$ cat src/rtl/dmem_pkg.sv
// Shared types and constants for the data-memory arbiter: FSM states, access size codes,
// the starvation limit default, and the alignment rule used by the lane generator.
package dmem_pkg;

  typedef enum logic [1:0] {
    S_IDLE     = 2'd0,
    S_P_LOAD   = 2'd1,
    S_DBG_DONE = 2'd2
  } state_t;

  localparam logic [1:0] SZ_BYTE = 2'b00;
  localparam logic [1:0] SZ_HALF = 2'b01;
  localparam logic [1:0] SZ_WORD = 2'b11;

  localparam int STARVE_MAX_DEF = 15;

  // Size code 2'b10 is not a legal encoding and is handled like a word.
  function automatic logic is_misaligned(input logic [1:0] size, input logic [1:0] addr_lo);
    logic mis;
    case (size)
      SZ_BYTE: mis = 1'b0;
      SZ_HALF: mis = addr_lo[0];
      default: mis = (addr_lo != 2'b00);
    endcase
    return mis;
  endfunction

endpackage

$ cat src/rtl/store_lane_gen.sv
// Combinational store lane generator: size/low address/right-aligned data -> byte enables,
// replicated write data and a misalignment flag. Lane layout assumes a 32-bit word.
module store_lane_gen
  import dmem_pkg::*;
#(
  parameter int B = 32
) (
  input  logic [1:0]   size,
  input  logic [1:0]   addr_lo,
  input  logic [B-1:0] wdata,
  output logic [3:0]   we,
  output logic [B-1:0] din,
  output logic         misaligned
);

  always_comb begin
    we         = 4'b0000;
    din        = wdata;
    misaligned = is_misaligned(size, addr_lo);
    case (size)
      SZ_BYTE: begin
        we  = 4'b0001 << addr_lo;
        din = {4{wdata[7:0]}};
      end
      SZ_HALF: begin
        we  = addr_lo[1] ? 4'b1100 : 4'b0011;
        din = {2{wdata[15:0]}};
      end
      default: begin
        we  = 4'b1111;
        din = wdata;
      end
    endcase
    // A misaligned store must not touch memory; the flag still reports it.
    if (misaligned) begin
      we = 4'b0000;
    end
  end

endmodule

$ cat src/rtl/dmem_arbiter.sv
// Single-port data memory arbiter: shares the memory between pipeline loads/stores and the
// debug port, stalls the pipeline for load latency and debug accesses, bounds debug starvation.
module dmem_arbiter
  import dmem_pkg::*;
#(
  parameter int B          = 32,
  parameter int ADDR_W     = 10,
  parameter int STARVE_MAX = STARVE_MAX_DEF
) (
  input  logic              clk,
  input  logic              reset,
  input  logic              pipe_req,
  input  logic              pipe_we,
  input  logic [5:0]        pipe_opcode,
  input  logic [B-1:0]      pipe_addr,
  input  logic [B-1:0]      pipe_wdata,
  output logic [B-1:0]      pipe_rdata,
  output logic              pipe_stall,
  input  logic              dbg_req,
  input  logic              dbg_we,
  input  logic [ADDR_W-1:0] dbg_addr,
  input  logic [B-1:0]      dbg_wdata,
  output logic [B-1:0]      dbg_rdata,
  output logic              dbg_ack,
  output logic              mem_en,
  output logic [3:0]        mem_we,
  output logic [ADDR_W-1:0] mem_addr,
  output logic [B-1:0]      mem_din,
  input  logic [B-1:0]      mem_dout,
  output logic              misalign
);

  localparam logic [3:0] STARVE_C = 4'(STARVE_MAX);

  state_t      state, state_n;
  logic [3:0]  starve_cnt;
  logic        dbg_rd_q;
  logic [B-1:0] rdata_q;
  logic        pipe_gnt, dbg_gnt;

  logic [3:0]   lane_we;
  logic [B-1:0] lane_din;
  logic         lane_mis;

  logic unused_bits;
  assign unused_bits = ^{pipe_opcode[5:2], pipe_addr[B-1:ADDR_W+2]};

  store_lane_gen #(.B(B)) u_lanes (
    .size       (pipe_opcode[1:0]),
    .addr_lo    (pipe_addr[1:0]),
    .wdata      (pipe_wdata),
    .we         (lane_we),
    .din        (lane_din),
    .misaligned (lane_mis)
  );

  // Load data is the raw memory word; the MEM stage does lane extraction itself.
  assign pipe_rdata = mem_dout;

  // Read data is forwarded during the ack cycle and held from the register afterwards.
  assign dbg_rdata = (state == S_DBG_DONE && dbg_rd_q) ? mem_dout : rdata_q;

  always_comb begin
    state_n    = state;
    mem_en     = 1'b0;
    mem_we     = 4'b0000;
    mem_addr   = pipe_addr[ADDR_W+1:2];
    mem_din    = lane_din;
    pipe_stall = 1'b0;
    dbg_ack    = 1'b0;
    pipe_gnt   = 1'b0;
    dbg_gnt    = 1'b0;
    case (state)
      S_IDLE: begin
        if (dbg_req && (!pipe_req || starve_cnt == STARVE_C)) begin
          dbg_gnt    = 1'b1;
          mem_en     = 1'b1;
          mem_we     = dbg_we ? 4'b1111 : 4'b0000;
          mem_addr   = dbg_addr;
          mem_din    = dbg_wdata;
          pipe_stall = pipe_req;
          state_n    = S_DBG_DONE;
        end else if (pipe_req) begin
          pipe_gnt = 1'b1;
          mem_en   = 1'b1;
          if (pipe_we) begin
            mem_we = lane_we;
          end else begin
            pipe_stall = 1'b1;
            state_n    = S_P_LOAD;
          end
        end
      end
      S_P_LOAD: begin
        state_n = S_IDLE;
      end
      S_DBG_DONE: begin
        dbg_ack    = 1'b1;
        pipe_stall = pipe_req;
        state_n    = S_IDLE;
      end
      default: begin
        state_n = S_IDLE;
      end
    endcase
    // Keep the memory and handshakes quiet for the whole reset pulse, not just after the edge.
    if (reset) begin
      mem_en     = 1'b0;
      mem_we     = 4'b0000;
      pipe_stall = 1'b0;
      dbg_ack    = 1'b0;
      pipe_gnt   = 1'b0;
      dbg_gnt    = 1'b0;
    end
  end

  always_ff @(posedge clk or posedge reset) begin
    if (reset) begin
      state <= S_IDLE;
    end else begin
      state <= state_n;
    end
  end

  always_ff @(posedge clk or posedge reset) begin
    if (reset) begin
      starve_cnt <= 4'd0;
      dbg_rd_q   <= 1'b0;
      rdata_q    <= '0;
      misalign   <= 1'b0;
    end else begin
      if (state == S_DBG_DONE) begin
        starve_cnt <= 4'd0;
      end else if (pipe_gnt && dbg_req && starve_cnt != STARVE_C) begin
        starve_cnt <= starve_cnt + 4'd1;
      end
      if (dbg_gnt) begin
        dbg_rd_q <= !dbg_we;
      end
      if (state == S_DBG_DONE && dbg_rd_q) begin
        rdata_q <= mem_dout;
      end
      if (pipe_gnt && lane_mis) begin
        misalign <= 1'b1;
      end
    end
  end

endmodule
$ cat config.mk
export PLATFORM = sky130hd
export DESIGN_NAME = dmem_arbiter
export DESIGN_NICKNAME = d
export VERILOG_FILES = /design/src/rtl/dmem_pkg.sv /design/src/rtl/store_lane_gen.sv /design/src/rtl/dmem_arbiter.sv
export SDC_FILE = /design/constraint.sdc
export NUM_CORES = 1
export LEC_CHECK = 0
export BUFFER_PORTS_ARGS = -buffer_cell sky130_fd_sc_hd__buf_4
export CORE_AREA = 2 2 101 103
export CTS_BUF_LIST = sky130_fd_sc_hd__clkbuf_8
export DETAILED_ROUTE_END_ITERATION = 10
export DIE_AREA = 0 0 103 105
export GPL_TIMING_DRIVEN = 0
export PLACE_DENSITY_LB_ADDON = 0.1
export SYNTH_ARGS = -nofsm -noshare
export SYNTH_HDL_FRONTEND = slang
export SYNTH_SLANG_ARGS = --single-unit
$ cat constraint.sdc
create_clock -name clk -period 1.7 [get_ports clk]
set_clock_uncertainty 0.1 [all_clocks]
set_input_delay 0.17 -clock clk [delete_from_list [all_inputs] [get_ports clk]]
set_output_delay 0.17 -clock clk [all_outputs]
set_load 0.005 [all_outputs]
==> impl_results.md <==
* Clock Tree Buf Depth at 2
* Pre-Repair DR Iteration Count at 4
* Clock Root Buffer: clkbuf_8
* Final WL at 10,700 microns
* Max Cap Violations at 0
* Final hold violation count at 21
* Vias/cell at 4.54
* Placement Setup Slack at -493 ps
* Measured slew at the worst slew-check pin at 999 ps
* WHS at -15.3 ps
* I/O pins at 264
* Tmin final at 2280 ps
* Worst setup margin at -582 ps
* RSZ-0062 raised after global routing: yes
* Antenna Diode Count at 0
* Ys async rst share at 100%
* Syn_area_per_cell at 9.90 sq um
* Post-synthesis cell area at 0.00281 sq mm
* Clk Latency, worst-skew pair at 280 ps
* Number of synthesized flops with an enable pin at 0
* CP cell instances: ha_4 -> nand3_4 -> a2111oi_4 -> buf_6 -> buf_12 -> mux2_4 -> buf_6
* Yosys warning count at 0
* Starting Density at 29.2%
* FF+latch count, synth at 40
* Max_slew headroom at 33.0%
* Largest net degree at the start of global routing at 22
* Die area at 0.0108 sq mm
* Final RePlAce weighted congestion at 0.802
* Kind of critical path: reg2out
* Initial antenna violation count at 0
* Status: finished with violations
* Failing checks: negative hold slack, negative setup slack
* Die height at 105 microns
* TritonCTS clock tree: done
* Final Cell Area at 0.00551 sq mm
* Clock Sinks at 40
* Sum of net half-perimeters after detailed placement at 8130 microns
* Global-route wire length before repair at 16,000 microns
* Setup TNS at -38,560 ps
* Area after DPL at 0.00488 sq mm
* Worst path slowest cell: dfrtp_1
* Syn Inst Count at 284
* Worst min path class: in2async
* PD cells at 678 mW/mm^2
* Vias in the first global route at 3,301
* Detailed-route DRC error count at 0
* Core Area at 0.00964 sq mm
* Filler Cell Count at 909
* Max VDD drop at 0.332 mV
* Vias at 3,120
* Finished Layout Cells at 687
* Std-Cell Rows at 36
* Setup Viol. Count Final at 81
* NumNets Final at 704
* P_leak at 2.76 nW
* Main synth FF type: dfrtp_1
* Yosys cell types at 36
* Worst Path Max Fanout at 10
* Gr ovfl total at 0
* Critical path arrival at 2010 ps
* Fraction of layout cells with a size suffix above 1 at 69.9%
* Routed len/inst at 15.6 microns
* Die W at 103 microns
* Setup crit start kind: register
* FF-to-FF setup slack at -90 ps
* Total track usage at 18.9%
* Crit path capture type: output pin
* Syn-to-layout area delta at 96.0%
* Post-synth net total at 435
* Worst path max stage delay at 400 ps
* Worst endpoint required time at 1430 ps
* Clock-pin slew on the worst setup and hold paths at 80 ps
* Register area share after synthesis at 35.6%
* Max frequency at 438 MHz
* Placed cells at 655
* Antenna viol nets, final at 0
* Initial drt markers at 63
* Slew Limit Fails at 0
* TritonCTS Buffers at 5
* Fin crit share at 134%
* Port Buffers at 238
* Most frequent CP cell: buf_6
* H-tree levels at 2
[state kept, by name, summed over array words and instances (netlist names)]
name / count
starve_cnt: 4
dbg_rd_q: 1
rdata_q: 32
misalign: 1
state: 2
[metal layers]
layer  vias to the layer above  GRT usage [%]  wire length (microns)
li1                       1499              -                      -
met1                      1471           19.9                   3830
met2                       146           35.9                   5790
met3                         4           6.56                   1040
met4                         0           2.91                     48
met5                         -              0                      0
[final cells by class]
| class | instances | area [sq um] | share of cell area (%) |
|---|---|---|---|
| clock inverter | 3 | 18.8 | 0.341 |
| inverter | 6 | 26.3 | 0.477 |
| clock buffer | 5 | 68.8 | 1.25 |
| timing repair buffer | 262 | 2200 | 39.9 |
| timing repair inverter | 1 | 5.00 | 0.0908 |
| sequential | 40 | 1000 | 18.2 |
| tap | 133 | 166 | 3.02 |
| multi-input combinational | 190 | 1610 | 29.3 |
| buffer | 47 | 412 | 7.47 |
[per-stage QoR]
| stage | utilization (%) | total power, mW |
|---|---|---|
| floorplan | - | 1.96 |
| global placement | 50.6 | 2.87 |
| detailed placement | 50.6 | 2.91 |
| CTS | 56.1 | 3.75 |
| global route | 57.2 | 4.00 |
| finish | 57.2 | 3.74 |
[where the power goes]
part	internal (mW)	leakage [nW]	total, mW	switching, mW
combinational	1.20	2.24	1.86	0.667
sequential	1.19	0.473	1.26	0.0689
clock	0.286	0.0479	0.621	0.335
[critical path, delay by kind of cell (launching register included)]
kind / cells / cell delay (ps)
multiplexers: 1 / 310
AO/OA/AOI/OAI: 1 / 310
adder cells (fa/ha/maj): 1 / 160
flip-flops: 1 / 400
AND/OR/NAND/NOR: 1 / 70
buffers and inverters: 3 / 470
[cell usage after synthesis, types with 2 or more instances]
| cell | number | share of area [%] |
|---|---|---|
| buf_4 | 33 | 8.8 |
| nand3_1 | 5 | 0.89 |
| xor2_1 | 2 | 0.62 |
| clkbuf_1 | 4 | 0.53 |
| mux2i_1 | 25 | 8.9 |
| buf_6 | 8 | 3.2 |
| or3_1 | 2 | 0.44 |
| a21oi_1 | 14 | 2.5 |
| buf_2 | 2 | 0.36 |
| o21ai_0 | 27 | 4.8 |
| mux2_2 | 49 | 20 |
| nor2_1 | 13 | 1.7 |
| dfrtp_1 | 40 | 36 |
| nand2_1 | 30 | 4.0 |
| nand4_1 | 4 | 0.89 |
| inv_1 | 6 | 0.80 |
[worst paths after layout]
check / from / end / depth (start not counted)
worst max-delay path: starve_cnt[1] / mem_addr[3] / 7
worst min-delay path: reset / rdata_q[18] / 2
worst max register to register: state[0] / rdata_q[25] / 6
worst min register to register: misalign / misalign / 1
max in group asynchronous: reset / state[1] / 3
min in group clk: mem_dout[13] / rdata_q[13] / 2
[cells in the final DEF, fill, tap and decap left out, types with 5 or more instances in the layout]
master    netlist  final
mux2i_1        25     25
buf_6           8     29
inv_1           6      5
buf_4          33    256
mux2_4          0     22
dfrtp_1        40     39
o21ai_1         1     21
nand2_1        30     27
buf_8           0      7
a21oi_1        14     10
nor2_1         13     11
clkbuf_8        0      5
buf_12          0      5
mux2_2         49     28
[repair_timing]
item	CTS	global route
cloned	4	1
hold buffers	2	0
pin swaps	11	9
resized for setup	57	14
buffers inserted	15	4
endpoints found under the setup margin	81	85
endpoints found under the hold margin	20	0
[logic make-up (layout without fill, tap and decap cells)]
group	count (synthesis)	in the layout	synth area share [%]
AOI/OAI and AO/OA	48	48	9.88
xor gates and xnor gates	3	3	0.935
adders and majority gates	1	1	0.445
buffers and inverters	54	324	13.9
DFF	40	40	35.6
muxes	75	75	28.9
and+or+nand+nor	63	63	10.3
Note: power is estimated with default switching activity, not from simulation.
